[src/rtl/f51m_stream_stage.sv]
// f51m_stream_stage
// Registered valid/ready wrapper around the combinational f51m core.
// The upstream side holds an accepted operand on op_data for one cycle. The
// core result is then captured into a small FIFO and offered downstream.
// Optional feature macro: F51M_STAGE_PARITY_EN. It adds a stored parity bit per
// entry and the out_par output.
module f51m_stream_stage #(
   parameter int DEPTH = 4,
   parameter int CNT_W = 16
) (
   input  logic             clk,
   input  logic             rst,
   input  logic             in_valid,
   output logic             in_ready,
   input  logic [7:0]       in_data,
   output logic [7:0]       op_data,
   input  logic [7:0]       res_data,
   output logic             out_valid,
   input  logic             out_ready,
   output logic [7:0]       out_data,
   output logic [CNT_W-1:0] txn_count,
`ifdef F51M_STAGE_PARITY_EN
   output logic             out_par,
`endif
   output logic             busy
);

   localparam int AW = $clog2(DEPTH);
   localparam int CW = $clog2(DEPTH + 1);
`ifdef F51M_STAGE_PARITY_EN
   localparam int EW = 9;
`else
   localparam int EW = 8;
`endif

   // Even parity over one result byte.
   function automatic logic par8(input logic [7:0] d);
      return ^d;
   endfunction

   logic [7:0]       op_data_r;
   logic             op_vld_r;
   logic [EW-1:0]    mem_r [0:DEPTH-1];
   logic [AW-1:0]    wr_ptr_r;
   logic [AW-1:0]    rd_ptr_r;
   logic [CW-1:0]    count_r;
   logic [CNT_W-1:0] txn_count_r;

   logic [CW-1:0]    count_nxt_s;
   logic [CW:0]      occ_s;
   logic             nonempty_s;
   logic             in_ready_s;
   logic             accept_s;
   logic             push_s;
   logic             pop_s;
   logic [EW-1:0]    entry_s;
   logic [EW-1:0]    head_s;

   // Handshake decode. The in-flight operand reserves a FIFO slot, so
   // in_ready depends only on state and rst.
   always_comb begin
      occ_s      = {1'b0, count_r} + {{CW{1'b0}}, op_vld_r};
      nonempty_s = (count_r != {CW{1'b0}});
      if (rst) begin
         in_ready_s = 1'b0;
      end else begin
         in_ready_s = (occ_s < (CW+1)'(DEPTH));
      end
      accept_s = in_valid & in_ready_s;
      push_s   = op_vld_r;
      pop_s    = nonempty_s & out_ready;
      case ({push_s, pop_s})
         2'b10:   count_nxt_s = count_r + CW'(1);
         2'b01:   count_nxt_s = count_r - CW'(1);
         default: count_nxt_s = count_r;
      endcase
   end

   // Build the FIFO entry from the settled core result.
   always_comb begin
`ifdef F51M_STAGE_PARITY_EN
      entry_s = {par8(res_data), res_data};
`else
      entry_s = res_data;
`endif
   end

   // Operand register, FIFO pointers, occupancy and the transaction counter.
   always_ff @(posedge clk) begin
      if (rst) begin
         op_data_r   <= 8'h00;
         op_vld_r    <= 1'b0;
         wr_ptr_r    <= {AW{1'b0}};
         rd_ptr_r    <= {AW{1'b0}};
         count_r     <= {CW{1'b0}};
         txn_count_r <= {CNT_W{1'b0}};
      end else begin
         if (accept_s) begin
            op_data_r <= in_data;
            op_vld_r  <= 1'b1;
         end else begin
            op_vld_r  <= 1'b0;
         end
         if (push_s) begin
            wr_ptr_r <= wr_ptr_r + AW'(1);
         end
         if (pop_s) begin
            rd_ptr_r    <= rd_ptr_r + AW'(1);
            txn_count_r <= txn_count_r + CNT_W'(1);
         end
         count_r <= count_nxt_s;
      end
   end

   // FIFO storage. It is not reset because empty entries are never presented.
   always_ff @(posedge clk) begin
      if (!rst && push_s) begin
         mem_r[wr_ptr_r] <= entry_s;
      end
   end

   // Head presentation. The outputs read as zero whenever the FIFO is empty.
   always_comb begin
      head_s = mem_r[rd_ptr_r];
      if (nonempty_s) begin
         out_data = head_s[7:0];
      end else begin
         out_data = 8'h00;
      end
`ifdef F51M_STAGE_PARITY_EN
      if (nonempty_s) begin
         out_par = head_s[8];
      end else begin
         out_par = 1'b0;
      end
`endif
   end

   assign in_ready  = in_ready_s;
   assign op_data   = op_data_r;
   assign out_valid = nonempty_s;
   assign txn_count = txn_count_r;
   assign busy      = op_vld_r | nonempty_s;

endmodule

[config.mk]
export PLATFORM = sky130hd
export DESIGN_NAME = f51m_stream_stage
export DESIGN_NICKNAME = d
export VERILOG_FILES = /design/src/rtl/f51m_stream_stage.sv
export SDC_FILE = /design/constraint.sdc
export NUM_CORES = 1
export LEC_CHECK = 0
export ABC_AREA = 1
export CAP_MARGIN = 20
export CELL_PAD_IN_SITES_DETAIL_PLACEMENT = 1
export CELL_PAD_IN_SITES_GLOBAL_PLACEMENT = 1
export CORE_ASPECT_RATIO = 0.5
export CORE_UTILIZATION = 35
export CTS_CLUSTER_SIZE = 14
export DETAILED_ROUTE_END_ITERATION = 7
export PLACE_DENSITY = 0.81
export SYNTH_ARGS = -nofsm -noshare
export SYNTH_HDL_FRONTEND = slang
export SYNTH_SLANG_ARGS = --single-unit
[constraint.sdc]
create_clock -name clk -period 1.7 [get_ports clk]
set_input_delay 0.255 -clock clk [delete_from_list [all_inputs] [get_ports clk]]
set_output_delay 0.255 -clock clk [all_outputs]
set_load 0.01 [all_outputs]
==> impl_metrics.tcl <==
set metrics [dict create \
    port-buffer-count 54 \
    slowest_stage "fa_2" \
    nNetsFinal 436 \
    synth-adder-area-share_pct 3.355 \
    grtUsageMet1_pct 22.95 \
    layout.cells.most_common "nand2_1" \
    netlist_instances 322 \
    ys_warn_count 0 \
    dieArea_sq_um 8483 \
    cts_tree "built" \
    gp_congestion 0.7540 \
    crit_chain "nor2_4 -> buf_6 -> a21boi_4 -> ha_4 -> inv_2 -> fa_2 -> a21oi_2 -> o21ai_2 -> xor2_1 -> nor2_1" \
    p_per_area_nw_per_um2 1431 \
    die_y_microns 65.63 \
    synth-simple-area-share_pct 20.18 \
    grt_pass1_wl_mm 12.94 \
    grt_util_met3_pct 6.922 \
    clockBufferDepth 2 \
    period_needed_ps 1797 \
    antenna_found_initial 0 \
    critPathCaptureType "register" \
    hold_buffers 0 \
    gr-usage-all-layers_pct 20.87 \
    use_met2_pct 37.97 \
    routed_via_density 4.711 \
    grt_pass1_vias 2688 \
    routed_wl_mm 8.093 \
    drtIter0Drc 93 \
    syn_area_sq_um 2834 \
    fill_cells 860 \
    slew_violations 0 \
    most-common-layout-cells "55 x nand2_1, 51 x nor2_1, 43 x clkdlybuf4s50_1" \
    htree_levels 3 \
    syn_area_per_cell_sq_um 8.801 \
    synth-seq-cells 66 \
    busiest_layer "met2" \
    hp-class "reg2reg" \
    synth_cell_type_count 25 \
    core.rowCount 22 \
    dp_hpwl_mm 5.537 \
    critPathArrivalTime_ps 2060 \
    critPathTopFamily "adder cells" \
    synth_compound_area_share_pct 11.17 \
    critPathBufInv 2 \
    cts_buffers 9 \
    hold_viol_final 0 \
    clock_skew_ps 6.029 \
    coreArea_sq_um 7570 \
    vias 2459 \
    grt_overflow 0 \
    drv_cap 0 \
    worstPathRequired_ps 1960 \
    die_x_microns 129.3 \
    critPathMaxFanout 2 \
    io_pins 55 \
    clkLatencyLatePin_ps 330 \
    synth_nets 349 \
    slowest_delay_ps 360 \
    synthXorXnorAreaFrac_pct 0.6181 \
    layout-drive-gt1-share_pct 21.26 \
    drc 0 \
    clock_sinks 66 \
    finalSetupViolCount 1 \
    tightest_slew_ps 237.5 \
    outcome "finished with violations" \
    setup_ws_ps -97.47 \
    worstSetupPathType "reg2reg" \
    clock.fmax_mhz 556.3 \
    synth_top_family_by_area "simple AND/OR/NAND/NOR gates" \
    root_buffer "clkbuf_16" \
    crit_path_start_kind "register" \
    slew_headroom_pct 84.00 \
    rsz0062_at_grt "yes" \
    p_leak_nw 1.598 \
    first_pass_iters 4 \
    routedWlPerCell_microns 15.50 \
    clk_pin_slew_ps 50 \
    antenna_left 0 \
    numPlacedInstances 500 \
    finalCritPeriodShare_pct 105.7 \
    power_mw 5.889 \
    violations "negative setup slack" \
    synth-seq-area-share_pct 57.92 \
    synthMuxAreaShare_pct 0 \
    peakVddDrop_uv 707.4 \
    final_cells 522 \
    diodes 0 \
    grt_max_degree 22 \
    synthToLayoutAreaGrowth_pct 45.21 \
    initial_core_util_pct 37.44 \
]
## power by group
part | leakage (nW) | internal [mW] | switching, mW | total, mW
clock network | 0.163 | 1.36 | 0.681 | 2.04
logic | 0.867 | 0.890 | 1.04 | 1.93
registers | 0.567 | 1.81 | 0.104 | 1.91
total | 1.60 | 4.06 | 1.83 | 5.89
## per-stage QoR
| stage | instance area, sq um | TNS [ps] | setup WS, ps | hold WS, ps | util (%) |
|---|---|---|---|---|---|
| floorplan | 2855 | 0 | 3.879 | 353.9 | - |
| global placement | 3666 | -1011 | -307.6 | 452.6 | 48.43 |
| detailed placement | 3666 | -1693 | -478.3 | 458.4 | 48.43 |
| CTS | 4029 | -140.4 | -111.3 | 470.2 | 53.22 |
| global route | 4115 | -337.1 | -147.6 | 479.5 | 54.36 |
| finish | 4115 | -97.47 | -97.47 | 468.9 | 54.36 |
## per-layer routing
| metal | vias up | part of all wire (%) |
|---|---|---|
| met4 | 0 | 1.1 |
| met2 | 45 | 53 |
| met1 | 1187 | 43 |
| met3 | 8 | 3.2 |
| met5 | - | 0 |
| li1 | 1219 | - |
## cell usage after synthesis
cell type	count	area, sq um
buf_1	1	3.750
nand2_4	1	11.26
xor2_1	1	8.760
o21ai_0	30	150.1
nor2_2	3	18.77
nor2_4	2	22.52
inv_2	2	7.510
nand4_1	4	25.02
nand2_1	55	206.5
inv_1	37	138.9
nor2_1	60	225.2
buf_2	3	15.01
edfxtp_1	32	960.9
a21boi_2	1	11.26
clkbuf_1	2	7.510
nand3_1	9	45.04
ha_1	6	75.07
xnor2_1	1	8.760
nand2_2	2	12.51
dfxtp_1	34	680.7
buf_4	2	15.01
nor3_1	1	5.000
a21oi_1	31	155.2
clkinv_1	1	3.750
fa_1	1	20.02
## flip-flops by register name, summed over array words and instances, names as in the netlist, named ones only
signal and flops:
op_vld_r 1, wr_ptr_r 2, count_r 3, op_data 8, mem_r 32, rd_ptr_r 2
txn_count 16
## cell families after synthesis
family                   after synthesis
AND/OR/NAND/NOR                      137
flip-flops                            66
AO/OA/AOI/OAI                         62
buffers and inverters                 48
adder cells (fa/ha/maj)                7
XOR/XNOR                               2
## worst paths after layout
kind | from | to | slack (ps) | cells after the start
max | count_r[2] | count_r[2] | -100 | 10
min | op_data[4] | op_data[4] | 470 | 2
max reg2reg | count_r[2] | count_r[2] | -100 | 10
min reg2reg | op_data[4] | op_data[4] | 470 | 2
## worst reg2reg max path, delay by kind of cell (launching register included)
family | cells | cell delay [ps]
adders and majority gates | 2 | 510
DFF | 1 | 350
AOI/OAI and AO/OA | 3 | 410
buffers and inverters | 2 | 150
xor gates and xnor gates | 1 | 140
and+or+nand+nor | 2 | 170
## area by class of cell
class	count	area, sq um	area share, %
sequential	66	1649	40.07
multi-input combinational	208	1084	26.33
clock buffer	12	256.5	6.233
inverter	40	155.1	3.770
clock inverter	4	73.82	1.794
tap	108	135.1	3.284
timing repair buffer	84	762.0	18.52
## what timing repair did
action | CTS | global route
setup endpoints to repair | 12 | 11
gates resized for setup | 48 | 35
pin swaps | 7 | 15
setup buffers | 4 | 2
(Power assumes the default switching activity.)
